[src/rtl/cv32e40px_x_result_tracker.sv]
// In-order tracker and result buffer for CV-X-IF offloads: records issue order,
// collects commit/kill decisions and results per ID, retires to writeback in order.
module cv32e40px_x_result_tracker #(
    parameter int ID_WIDTH  = 4,
    parameter int DEPTH     = 4,
    parameter int DUALWRITE = 1,
    parameter int RFW_WIDTH = 32
) (
    input  logic                                clk,
    input  logic                                rst,
    input  logic                                issue_valid_i,
    output logic                                issue_ready_o,
    input  logic [ID_WIDTH-1:0]                 issue_id_i,
    input  logic                                issue_writeback_i,
    input  logic                                commit_valid_i,
    input  logic [ID_WIDTH-1:0]                 commit_id_i,
    input  logic                                commit_kill_i,
    input  logic                                result_valid_i,
    output logic                                result_ready_o,
    input  logic [ID_WIDTH-1:0]                 result_id_i,
    input  logic [(DUALWRITE+1)*RFW_WIDTH-1:0]  result_data_i,
    input  logic [(DUALWRITE+1)*5-1:0]          result_rd_i,
    input  logic [DUALWRITE:0]                  result_we_i,
    input  logic                                result_exc_i,
    input  logic [5:0]                          result_exccode_i,
    output logic                                wb_valid_o,
    input  logic                                wb_ready_i,
    output logic [ID_WIDTH-1:0]                 wb_id_o,
    output logic [(DUALWRITE+1)*RFW_WIDTH-1:0]  wb_data_o,
    output logic [(DUALWRITE+1)*5-1:0]          wb_rd_o,
    output logic [DUALWRITE:0]                  wb_we_o,
    output logic                                wb_exc_o,
    output logic [5:0]                          wb_exccode_o,
    output logic [$clog2(DEPTH):0]              outstanding_o,
    output logic                                spurious_o
);

    localparam int AW = $clog2(DEPTH);
    localparam int NP = DUALWRITE + 1;
    localparam int DW = NP * RFW_WIDTH;
    localparam int RW = NP * 5;

    // Entry storage
    logic [DEPTH-1:0]    valid_q, wb_q, com_q, kill_q, hr_q, exc_q;
    logic [ID_WIDTH-1:0] id_q   [DEPTH];
    logic [DW-1:0]       data_q [DEPTH];
    logic [RW-1:0]       rd_q   [DEPTH];
    logic [NP-1:0]       we_q   [DEPTH];
    logic [5:0]          code_q [DEPTH];

    logic [AW:0] head_q, head_d, tail_q;

    // Registered writeback stage
    logic                wb_valid_q, wb_valid_d;
    logic [ID_WIDTH-1:0] wb_id_q, wb_id_d;
    logic [DW-1:0]       wb_data_q, wb_data_d;
    logic [RW-1:0]       wb_rd_q, wb_rd_d;
    logic [NP-1:0]       wb_we_q, wb_we_d;
    logic                wb_exc_q, wb_exc_d;
    logic [5:0]          wb_code_q, wb_code_d;
    logic                spurious_q, spurious_d;

    logic [AW-1:0] head_lo_s, tail_lo_s, nxt_lo_s;
    logic [AW-1:0] slot_s [DEPTH];
    logic          full_s, issue_fire_s;
    logic          pop_wb_s, pop_kill_s, pop_s, hold_s, nxt_ready_s;
    logic          cmatch_s, rmatch_s;
    logic [AW-1:0] cidx_s, ridx_s;

    assign head_lo_s      = head_q[AW-1:0];
    assign tail_lo_s      = tail_q[AW-1:0];
    assign full_s         = (head_lo_s == tail_lo_s) && (head_q[AW] != tail_q[AW]);
    assign issue_ready_o  = !full_s;
    assign issue_fire_s   = issue_valid_i && !full_s;
    assign result_ready_o = !rst;
    assign outstanding_o  = tail_q - head_q;

    assign wb_valid_o   = wb_valid_q;
    assign wb_id_o      = wb_id_q;
    assign wb_data_o    = wb_data_q;
    assign wb_rd_o      = wb_rd_q;
    assign wb_we_o      = wb_we_q;
    assign wb_exc_o     = wb_exc_q;
    assign wb_exccode_o = wb_code_q;
    assign spurious_o   = spurious_q;

    // Buffer slots in age order, oldest first
    always_comb begin
        for (int i = 0; i < DEPTH; i++) begin
            slot_s[i] = head_lo_s + AW'(i);
        end
    end

    // Oldest-first ID match for commit and result; scanning youngest to oldest lets the oldest win
    always_comb begin
        cmatch_s = 1'b0;
        rmatch_s = 1'b0;
        cidx_s   = {AW{1'b0}};
        ridx_s   = {AW{1'b0}};
        for (int i = DEPTH - 1; i >= 0; i--) begin
            cidx_s   = (valid_q[slot_s[i]] && (id_q[slot_s[i]] == commit_id_i)) ? slot_s[i] : cidx_s;
            cmatch_s = cmatch_s | (valid_q[slot_s[i]] && (id_q[slot_s[i]] == commit_id_i));
            ridx_s   = (valid_q[slot_s[i]] && (id_q[slot_s[i]] == result_id_i)) ? slot_s[i] : ridx_s;
            rmatch_s = rmatch_s | (valid_q[slot_s[i]] && (id_q[slot_s[i]] == result_id_i));
        end
        spurious_d = (commit_valid_i && !cmatch_s) || (result_valid_i && !rmatch_s);
    end

    // Head retire and next writeback-stage contents, taken from the entry that will be head next cycle
    always_comb begin
        pop_wb_s    = wb_valid_q && wb_ready_i;
        pop_kill_s  = valid_q[head_lo_s] && kill_q[head_lo_s];
        pop_s       = pop_wb_s || pop_kill_s;
        hold_s      = wb_valid_q && !wb_ready_i;
        head_d      = head_q + {{AW{1'b0}}, pop_s};
        nxt_lo_s    = head_d[AW-1:0];
        nxt_ready_s = valid_q[nxt_lo_s] && com_q[nxt_lo_s] && hr_q[nxt_lo_s];
        if (hold_s) begin
            wb_valid_d = wb_valid_q;
            wb_id_d    = wb_id_q;
            wb_data_d  = wb_data_q;
            wb_rd_d    = wb_rd_q;
            wb_we_d    = wb_we_q;
            wb_exc_d   = wb_exc_q;
            wb_code_d  = wb_code_q;
        end else if (nxt_ready_s) begin
            wb_valid_d = 1'b1;
            wb_id_d    = id_q[nxt_lo_s];
            wb_data_d  = data_q[nxt_lo_s];
            wb_rd_d    = rd_q[nxt_lo_s];
            wb_we_d    = wb_q[nxt_lo_s] ? we_q[nxt_lo_s] : {NP{1'b0}};
            wb_exc_d   = exc_q[nxt_lo_s];
            wb_code_d  = code_q[nxt_lo_s];
        end else begin
            wb_valid_d = 1'b0;
            wb_id_d    = {ID_WIDTH{1'b0}};
            wb_data_d  = {DW{1'b0}};
            wb_rd_d    = {RW{1'b0}};
            wb_we_d    = {NP{1'b0}};
            wb_exc_d   = 1'b0;
            wb_code_d  = 6'd0;
        end
    end

    // State update: pop, commit/kill, result capture, issue allocation
    always_ff @(posedge clk) begin
        if (rst) begin
            head_q     <= {(AW+1){1'b0}};
            tail_q     <= {(AW+1){1'b0}};
            valid_q    <= {DEPTH{1'b0}};
            wb_q       <= {DEPTH{1'b0}};
            com_q      <= {DEPTH{1'b0}};
            kill_q     <= {DEPTH{1'b0}};
            hr_q       <= {DEPTH{1'b0}};
            exc_q      <= {DEPTH{1'b0}};
            wb_valid_q <= 1'b0;
            wb_id_q    <= {ID_WIDTH{1'b0}};
            wb_data_q  <= {DW{1'b0}};
            wb_rd_q    <= {RW{1'b0}};
            wb_we_q    <= {NP{1'b0}};
            wb_exc_q   <= 1'b0;
            wb_code_q  <= 6'd0;
            spurious_q <= 1'b0;
            for (int i = 0; i < DEPTH; i++) begin
                id_q[i]   <= {ID_WIDTH{1'b0}};
                data_q[i] <= {DW{1'b0}};
                rd_q[i]   <= {RW{1'b0}};
                we_q[i]   <= {NP{1'b0}};
                code_q[i] <= 6'd0;
            end
        end else begin
            head_q     <= head_d;
            wb_valid_q <= wb_valid_d;
            wb_id_q    <= wb_id_d;
            wb_data_q  <= wb_data_d;
            wb_rd_q    <= wb_rd_d;
            wb_we_q    <= wb_we_d;
            wb_exc_q   <= wb_exc_d;
            wb_code_q  <= wb_code_d;
            spurious_q <= spurious_d;
            if (pop_s) begin
                valid_q[head_lo_s] <= 1'b0;
            end
            // Only the first decision for an entry takes effect
            if (commit_valid_i && cmatch_s && !com_q[cidx_s] && !kill_q[cidx_s]) begin
                com_q[cidx_s]  <= !commit_kill_i;
                kill_q[cidx_s] <= commit_kill_i;
            end
            if (result_valid_i && rmatch_s) begin
                hr_q[ridx_s]   <= 1'b1;
                data_q[ridx_s] <= result_data_i;
                rd_q[ridx_s]   <= result_rd_i;
                we_q[ridx_s]   <= result_we_i;
                exc_q[ridx_s]  <= result_exc_i;
                code_q[ridx_s] <= result_exccode_i;
            end
            if (issue_fire_s) begin
                valid_q[tail_lo_s] <= 1'b1;
                id_q[tail_lo_s]    <= issue_id_i;
                wb_q[tail_lo_s]    <= issue_writeback_i;
                com_q[tail_lo_s]   <= 1'b0;
                kill_q[tail_lo_s]  <= 1'b0;
                hr_q[tail_lo_s]    <= 1'b0;
                tail_q             <= tail_q + {{AW{1'b0}}, 1'b1};
            end
        end
    end

endmodule
[config.mk]
export PLATFORM = sky130hd
export DESIGN_NAME = cv32e40px_x_result_tracker
export DESIGN_NICKNAME = d
export VERILOG_FILES = /design/src/rtl/cv32e40px_x_result_tracker.sv
export SDC_FILE = /design/constraint.sdc
export NUM_CORES = 1
export LEC_CHECK = 0
export ABC_AREA = 1
export BUFFER_PORTS_ARGS = -buffer_cell sky130_fd_sc_hd__buf_2
export CORE_MARGIN = 2
export CORE_UTILIZATION = 43
export CTS_CLUSTER_DIAMETER = 200
export DETAILED_ROUTE_END_ITERATION = 8
export GPL_TIMING_DRIVEN = 0
export SETUP_SLACK_MARGIN = 0.5
export SYNTH_ARGS = -nofsm -noshare
export SYNTH_HDL_FRONTEND = slang
export SYNTH_SLANG_ARGS = --single-unit
[constraint.sdc]
create_clock -name clk -period 5.7 [get_ports clk]
set_input_delay 0.57 -clock clk [delete_from_list [all_inputs] [get_ports clk]]
set_output_delay 0.57 -clock clk [all_outputs]
set_load 0.02 [all_outputs]
==> results.yml, run 1 <==
logic_synthesis:
  synth_nets: 2324
  syn-cell-area_mm2: 0.0206
  synth_xor_area_frac: 0.00681
  ys.warnings.count: 0
  ys_types: 40
  synthMuxAreaShare: 0
  yosysSeqAreaShare: 0.618
  ys_ff_latch: 463
  syn_avg_cell_area_um2: 9.32
  synth_area_leaders: "edfxtp_1 (50%), dfxtp_1 (12%), nand2_1 (8.0%), nor2_1 (7.9%), o21ai_0 (4.6%)"
  synth_top_area_frac: 0.502
  synth_top_family_by_area: "simple AND/OR/NAND/NOR gates"
  synth_cells: 2208
  synth_fa_ha_area_frac: 0.00827
  yosysTopAreaCell: "edfxtp_1"
  synth_compound_area_frac: 0.107
  synth-simple-area-share: 0.201
placed_design:
  place_hpwl_um: 41400
  io_buffers: 196
  place_congestion: 0.890
  placed_cells: 3023
power:
  power_frac_comb: 0.047
  total_leakage_power_uw: 0.00984
  power_frac_clock: 0.431
  p_switching_uw: 1580
  p_int_uw: 5590
  p_per_area_mw_per_mm2: 299
  ir_worst_vdd_v: 0.000178
  p_sw_frac: 0.220
  seqPwrFrac: 0.522
sta:
  hold_viol: 0
  post-route-period-util: 0.839
  rsz0062_at_grt: "false"
  post-route-min-period_ns: 4.78
  final-setup-viol-count: 0
  setup_tns_ns: 0
  fmax_mhz: 209
  whs_ns: 0.253
  slew_viol_final: 0
  worst_slew_pin_slew_ns: 1.48
  finClkSkew_ns: 0.0163
  slew_headroom: 0.0129
layout:
  nets: 2574
  drive_above_1_share: 0.159
  syn_to_final_growth_pct: 16.8
  mostFrequentLayoutCells: "nand2_1 (434), nor2_1 (434), edfxtp_1 (344)"
  fin_cells: 3112
cts:
  clk_latency_ns: 0.58
  postCtsHoldBufs: 0
  cts_tree: "yes"
  cts_max_level: 2
  cts-root-buf: "clkbuf_16"
  cts_sinks: 463
  cts_buffer_depth: 3
  clkTransAtPathRegs_ns: 0.06
  cts-buffers-inserted: 48
global_route:
  grt_max_degree: 55
  antenna_found_initial: 2
  overflow: 0
  grt_pass1_vias: 15969
  grt_usage: 0.244
  grt_pass1_wl_um: 92300
detailed_routing:
  routed_via_density: 5.26
  routed_wl_um: 60900
  dr_total_vias: 16383
  final_antenna_net_count: 0
  wl_per_cell_um: 19.6
  drt-initial-drc-count: 1687
  dr.pass1.iters: 6
  drc: 0
floorplan:
  die_h_um: 223
  ios: 197
  dieArea_mm2: 0.0496
  die_w_um: 223
  row_count: 80
  core-area_mm2: 0.0474
  start_util: 0.434
setup_path:
  cp.required_ns: 5.95
  cp.arrival_ns: 5.03
  worstSetupStartpointType: "register"
  cpMostUsedCell: "nand2_1"
  path_cells: "inv_2 -> buf_4 -> ha_1 -> inv_2 -> buf_4 -> nand3_1 -> nand2_1 -> xor2_1 -> nor2_1 -> nand4_1 -> nor2_1 -> nand2_1 -> o211ai_1 -> nand2_1 -> o21ai_4 -> nand3_2 -> buf_2 -> buf_6 -> nand2_8 -> buf_16"
  crit_path_top_delay_cell: "dfxtp_2"
  endpoint_kind: "register"
  critical_path_class: "reg2reg"
  cp_max_fo: 45
  cpPeakStageDelay_ns: 0.51
run_status:
  status: "complete, no violations"
worst_hold_path:
  hold_class: "in2reg"
flow_run:
  maxCapViolCount: 0
==> layer usage <==
| layer | share of wire | track usage | vias to the layer above |
|---|---|---|---|
| met1 | 0.44 | 0.329 | 7877 |
| li1 | - | - | 7876 |
| met4 | 0.027 | 0.0762 | 2 |
| met2 | 0.47 | 0.404 | 531 |
| met3 | 0.064 | 0.0389 | 97 |
| met5 | 0.00016 | 0 | - |
==> repair_timing <==
action,in CTS,in global routing
resized for setup,1,8
setup buffers,0,0
setup endpoints to repair,50,145
pin swaps,0,0
==> worst max-delay path, delay by kind of cell, from the launching register on <==
family / cells / cell delay (ns)
buffers and inverters: 7 / 1.53
adder cells (fa/ha/maj): 1 / 0.48
AND/OR/NAND/NOR: 9 / 1.45
XOR/XNOR: 1 / 0.15
AO/OA/AOI/OAI: 2 / 0.26
flip-flops: 1 / 0.51
==> metrics by stage <==
step / cell area (µm²) / total power (µW) / setup WS (ns) / util
finish: 24000 / 7170 / 0.920 / 0.507
global placement: 22300 / 4160 / -1.93 / 0.471
floorplan: 20600 / 4000 / 0.680 / -
detailed placement: 22500 / 4160 / 0.249 / 0.474
CTS: 24000 / 7210 / 0.516 / 0.506
global route: 24000 / 7380 / 0.586 / 0.507
==> layout make-up <==
class / instances / area (µm²)
buffer: 135 / 658
inverter: 156 / 586
tap: 615 / 769
clock buffer: 74 / 1440
sequential: 463 / 12700
timing repair buffer: 200 / 1090
antenna: 1 / 2.50
multi-input combinational: 1454 / 6670
clock inverter: 14 / 103
fill: 4508 / 23400
==> final timing paths <==
path,startpoint,endpoint,slack (ns),cells after the start
setup / recovery,head_q[1]$_SDFF_PP0_,data_q[2][8]$_SDFFCE_PN0P_,0.92,20
hold reg to reg,hr_q[3]$_SDFF_PP0_,hr_q[3]$_SDFF_PP0_,0.46,2
setup reg to reg,head_q[1]$_SDFF_PP0_,data_q[2][8]$_SDFFCE_PN0P_,0.92,20
hold / removal,commit_valid_i,spurious_o$_SDFF_PP0_,0.25,3
==> power by group through the flow <==
stage | combinational [µW] | clock (µW) | sequential (µW)
after CTS | 342 | 3120 | 3740
after global placement | 324 | 0 | 3830
after global routing | 375 | 3250 | 3750
final | 341 | 3090 | 3740
after detailed placement | 340 | 0 | 3820
after floorplan | 190 | 0 | 3810
==> synth_stat cells, drive strengths merged <==
master and n:
dfxtp 119, a221oi 1, o22ai 86, clkinv 2, nand3 79, nor4 1, xor2 15, o21bai 1
ha 12, o21ai 200, nor2 482, o211ai 1, nor3 2, nand2 442, a32o 1, or2 1
clkbuf 89, nand3b 2, xnor2 1, buf 46, a21oi 118, o31ai 1, edfxtp 344, fa 1
nand4 7, inv 154
==> flip-flops by register name (all words and copies together), names as in the netlist <==
register      count
code_q           24
com_q             4
data_q          256
exc_q             4
head_q            3
hr_q              4
id_q             16
kill_q            4
rd_q             40
spurious_o        1
tail_q            3
valid_q           4
wb_data_o        64
wb_exc_o          1
wb_exccode_o      6
wb_id_o           4
wb_q              4
wb_rd_o          10
wb_valid_o        1
wb_we_o           2
we_q              8
==> logic make-up after synthesis <==
logic type	after synthesis
DFF	463
buffers and inverters	291
and+or+nand+nor	1016
AOI/OAI and AO/OA	409
xor gates and xnor gates	16
adders and majority gates	13
Note: power is estimated with default switching activity, not from simulation.
==> run 2: changes to the inputs <==
Settings changed: ABC_AREA 1 to 0.
Clock period 5.7 ns to 4.3 ns, I/O delays scaled along.
==> results.yml, run 2 <==
detailed_routing:
  drc: 0
  drt-initial-drc-count: 1416
  met1_length_um: 24300
  routed_wl_um: 60400
  dr.pass1.iters: 5
  wl_per_cell_um: 23.0
  highest_layer: "met4"
  routed_via_density: 5.44
  met2_length_um: 29900
  final_antenna_net_count: 0
  wl_met3_um: 4720
  dr_total_vias: 14290
power:
  ir_worst_vdd_v: 0.000261
  p_per_area_mw_per_mm2: 364
  total_leakage_power_uw: 0.00995
logic_synthesis:
  synth_commonest_cells: "edfxtp_1 (344), nor2_1 (218), nand2_1 (212)"
  ys_ff_latch: 463
  ys_types: 60
  ys.warnings.count: 0
  synth_cells: 1605
  synth_nets: 1721
  syn_avg_cell_area_um2: 12.6
  synth_flop_cell: "edfxtp_1"
  synth_area_leaders: "edfxtp_1 (51%), mux4_2 (12%), dfxtp_1 (12%), nor2_1 (4.0%), nand2_1 (3.9%)"
  yosysSeqAreaShare: 0.629
  ys_async_sr_fraction: 0
  yosysTopAreaCell: "edfxtp_1"
  synth_top_area_frac: 0.511
  synthMostInstantiatedCell: "edfxtp_1"
  syn-cell-area_mm2: 0.0202
  synth_edf_count: 344
sta:
  layout_setup_ws_ns: 0.407
  finClkSkew_ns: 0.0276
  slew_viol_final: 0
  rsz0062_at_grt: "true"
  fmax_mhz: 257
  worst_slew_pin_slew_ns: 1.45
  final-setup-viol-count: 0
  slew_headroom: 0.0360
  post-route-period-util: 0.905
  post-route-min-period_ns: 3.89
  hold_viol: 0
cts:
  clk_latency_ns: 0.57
  cts-root-buf: "clkbuf_16"
  cts_tree: "yes"
  cts-buffers-inserted: 47
  cts_buffer_depth: 3
  cts_sinks: 463
  clkTransAtPathRegs_ns: 0.06
  cts_max_level: 2
placed_design:
  place_congestion: 0.846
  post_dp_cell_area_mm2: 0.0221
  place_hpwl_um: 34900
  io_buffers: 194
  preCtsSetupSlack_ns: -1.13
global_route:
  antenna_found_initial: 2
  grt_usage: 0.241
  overflow: 0
  grt_max_degree: 37
  grt_pass1_vias: 14326
  grt_pass1_wl_um: 88900
setup_path:
  cp.required_ns: 4.57
  critical_path_class: "reg2reg"
  worstSetupStartpointType: "register"
  path_cells: "buf_8 -> buf_12 -> buf_8 -> inv_8 -> ha_4 -> buf_8 -> buf_6 -> mux4_2 -> xor2_2 -> nor3_4 -> or4_4 -> o311ai_4 -> o21ai_4 -> buf_12 -> buf_12 -> buf_16 -> nand2_8 -> buf_6"
  crit_family: "buffers and inverters"
  cp.arrival_ns: 4.17
  cpPeakStageDelay_ns: 0.58
  crit_path_top_delay_cell: "or4_4"
  crit_buf_inv: 10
  endpoint_kind: "register"
  cp_max_fo: 6
floorplan:
  die_h_um: 221
  start_util: 0.435
  dieArea_mm2: 0.0488
  ios: 197
  row_count: 79
  core-area_mm2: 0.0465
  die_w_um: 221
layout:
  nets: 2096
  multi_input_area_mm2: 0.00745
  layout_commonest_cell: "edfxtp_1"
  post-route-util: 0.561
  largest_register_ffs: 256
  syn_to_final_growth_pct: 28.9
  largest_register: "data_q"
  drive_above_1_share: 0.336
  mostFrequentLayoutCells: "edfxtp_1 (344), nor2_1 (208), nand2_1 (199)"
  nFillCells: 3875
  seq_area_mm2: 0.0127
  design_area_mm2: 0.0261
flow_run:
  maxCapViolCount: 0
run_status:
  status: "complete, no violations"
worst_hold_path:
  hold_class: "in2reg"
run 2: cell types whose count changed after synthesis, sizes merged, moves of 38 or more:
cell	change
o22ai	-86
nand2	-230
nor2	-215
mux4	+107
o21ai	-195
inv	-60
clkbuf	-38
run 2: timing repair:
action                     in CTS  in global routing
hold endpoints to repair        0                  0
setup buffers                  65                 28
gates cloned                   30                  9
setup endpoints to repair     750                734
gates resized for setup       123                194
pin swaps                      15                 11
hold buffers                    0                  0
run 2: cell families (layout without fill, tap and decap cells):
group	after synthesis	in the layout	synth area share
compound gates	130	130	0.0369
xor+xnor	37	37	0.0160
fa+ha+maj	13	13	0.00841
buf+inv	204	588	0.0453
flops	463	463	0.629
mux	116	116	0.124
other cells	0	2	0
simple gates	642	671	0.141
run 2: tightest hold or removal path, delay by kind of cell:
family	cells	cell delay [ns]
simple gates	1	0.07
buf+inv	2	0.14
run 2: per-layer routing:
layer  GRT usage  vias up
li1            -     6492
met1       0.327     7129
met2       0.405      573
met3      0.0378       96
met4      0.0667        0
met5           0        -
run 2: layout make-up:
cell class,instances,share of cell area
diodes,2,0.000192
plain buffers,109,0.0388
clock buffers,70,0.0535
clock inverters,17,0.00302
inverters,95,0.0141
multi-input cells,967,0.286
flip-flops and latches,463,0.488
well taps,607,0.0291
repair buffers,297,0.0877
run 2: report_power, final:
group / internal, µW / total (µW) / switching [µW]
clock: 2240 / 3940 / 1700
combinational: 243 / 595 / 352
sequential: 4920 / 4970 / 50.1
run 2: through the flow:
stage / TNS [ns] / total power (µW) / hold WS (ns) / std cells
2_1_floorplan: 0 / 5330 / 0.422 / 1605
3_3_place_gp: -198.53 / 5520 / 0.435 / 2406
3_5_place_dp: -198.14 / 5530 / 0.439 / 2406
4_1_cts: 0 / 9500 / 0.150 / 2588
5_1_grt: 0 / 9770 / 0.179 / 2625
6_report: 0 / 9500 / 0.178 / 2627
run 2: worst paths after layout:
kind	slack [ns]	start	cells after the start	to
max reg2reg	0.41	head_q[0]$_SDFF_PP0_	18	data_q[2][18]$_SDFFCE_PN0P_
min	0.18	result_data_i[59]	3	data_q[3][59]$_DFFE_PP_
min reg2reg	0.45	wb_data_o[12]$_SDFFE_PP0N_	2	wb_data_o[12]$_SDFFE_PP0N_
max	0.41	head_q[0]$_SDFF_PP0_	18	data_q[2][18]$_SDFFCE_PN0P_
==> run 3: changes to the inputs <==
Settings changed: RECOVER_POWER set to 100.
Clock period 4.3 ns to 4.1 ns, I/O delays scaled along.
==> results.yml, run 3 (same netlist as run 2, synthesis figures left out) <==
run_status:
  status: "finished with violations"
  violations: "capacitance limit, slew limit"
sta:
  final-setup-viol-count: 0
  post-route-min-period_ns: 3.91
  post-route-period-util: 0.955
  fmax_mhz: 255
  hold_viol: 0
  slew_headroom: -0.177
  rsz0062_at_grt: "true"
  whs_ns: 0.131
  worst_slew_pin_slew_ns: 1.77
  finClkSkew_ns: 0.0140
  slew_viol_final: 40
placed_design:
  place_hpwl_um: 35000
  io_buffers: 194
  post_dp_cell_area_mm2: 0.0221
  place_congestion: 0.810
power:
  p_per_area_mw_per_mm2: 391
  ir_worst_vdd_v: 0.000276
  total_leakage_power_uw: 0.00979
worst_hold_path:
  hold_class: "in2reg"
detailed_routing:
  met1_length_um: 24800
  met2_length_um: 31000
  highest_layer: "met5"
  final_antenna_net_count: 0
  dr.pass1.iters: 5
  routed_wl_um: 62500
  wl_met3_um: 4660
  routed_via_density: 5.48
  wl_per_cell_um: 23.6
  drc: 0
  drt-initial-drc-count: 1333
  dr_total_vias: 14496
setup_path:
  endpoint_kind: "register"
  cpPeakStageDelay_ns: 0.55
  worstSetupStartpointType: "register"
  path_cells: "buf_6 -> buf_8 -> clkinvlp_2 -> ha_4 -> buf_8 -> mux4_2 -> xnor2_2 -> nand3_2 -> nor3_4 -> or4_4 -> o311a_4 -> nand3_4 -> buf_12 -> clkbuf_4 -> clkbuf_16 -> nor2_1"
  cp.arrival_ns: 4.23
  critical_path_class: "reg2reg"
  cp.required_ns: 4.41
  cp_max_fo: 7
  cpMostUsedCell: "buf_8"
  crit_path_top_delay_cell: "mux4_2"
cts:
  cts-buffers-inserted: 47
  cts_buffer_depth: 3
  cts_max_level: 2
  cts-root-buf: "clkbuf_16"
  cts_sinks: 463
  clk_latency_ns: 0.57
  cts_tree: "yes"
  clkTransAtPathRegs_ns: 0.06
layout:
  drive_above_1_share: 0.340
  nets: 2113
  layout_commonest_cell: "edfxtp_1"
  largest_register_ffs: 256
  design_area_mm2: 0.0269
  syn_to_final_growth_pct: 33.0
  largest_register: "data_q"
  mostFrequentLayoutCells: "edfxtp_1 (344), nand2_1 (197), clkbuf_1 (148)"
floorplan:
  start_util: 0.435
  row_count: 79
  core-area_mm2: 0.0465
  die_h_um: 221
  die_w_um: 221
  dieArea_mm2: 0.0488
  ios: 197
global_route:
  grt_pass1_vias: 14288
  overflow: 0
  grt_pass1_wl_um: 88300
  grt_usage: 0.240
  grt_max_degree: 42
  antenna_found_initial: 2
flow_run:
  maxCapViolCount: 1
==> run 3: cell count changes in the layout (fill, tap and decap cells not counted), sizes merged <==
cell / delta
clkinvlp: -1
clkdlybuf4s15: -5
inv: +1
diode: -1
clkbuf: +125
clkdlybuf4s18: -1
bufinv: +9
clkinv: -2
buf: -108
==> run 3: path summary, 6_finish.rpt <==
path                            cells past startpoint                  from  slack, ns                          end
worst min-delay path                                3        commit_valid_i       0.13        spurious_o$_SDFF_PP0_
worst max-delay path                               16  head_q[1]$_SDFF_PP0_       0.19  data_q[1][54]$_SDFFCE_PN0P_
worst min register to register                      2    hr_q[0]$_SDFF_PP0_       0.45           hr_q[0]$_SDFF_PP0_
worst max register to register                     16  head_q[1]$_SDFF_PP0_       0.19  data_q[1][54]$_SDFFCE_PN0P_
==> run 3: critical path, delay by kind of cell, from the launching register on <==
| kind | cells | cell delay [ns] |
|---|---|---|
| mux | 1 | 0.55 |
| simple gates | 5 | 0.87 |
| compound gates | 1 | 0.18 |
| fa+ha+maj | 1 | 0.32 |
| buf+inv | 7 | 1.18 |
| xor+xnor | 1 | 0.16 |
| flops | 1 | 0.38 |
==> run 3: timing repair <==
action	in CTS	in global routing
pin swaps	12	115
gates resized for setup	160	552
hold buffers	0	0
setup endpoints to repair	762	752
cloned	31	23
setup buffers	71	24
==> run 3: power by group <==
part           internal [µW]  switching (µW)
clock                   2840            1820
sequential              5160            53.3
combinational            261             390
==> run 3: stage by stage <==
step	setup TNS, ns	utilization	power [µW]	std cells	worst slack (ns)
after global placement	-272.69	0.476	5790	2406	-1.10
final	0	0.579	10500	2644	0.185
after floorplan	0	-	5590	1605	0.303
after CTS	0	0.543	10500	2596	0.300
after detailed placement	-290.52	0.476	5800	2406	-1.10
after global routing	0	0.579	10800	2644	0.132
==> run 3: cell type report <==
| type | count | area [µm²] |
|---|---|---|
| inverter | 95 | 365 |
| tap | 607 | 759 |
| clock buffer | 64 | 1330 |
| timing repair buffer | 314 | 2370 |
| buffer | 109 | 1210 |
| fill | 3882 | 19500 |
| clock inverter | 24 | 354 |
| multi-input combinational | 967 | 7800 |
| antenna | 1 | 2.50 |
| sequential | 463 | 12700 |
==> run 3: per-layer routing <==
layer,GRT usage,up-vias
met5,0,-
met4,0.0760,2
met3,0.0462,111
met2,0.397,529
met1,0.321,7335
li1,-,6519
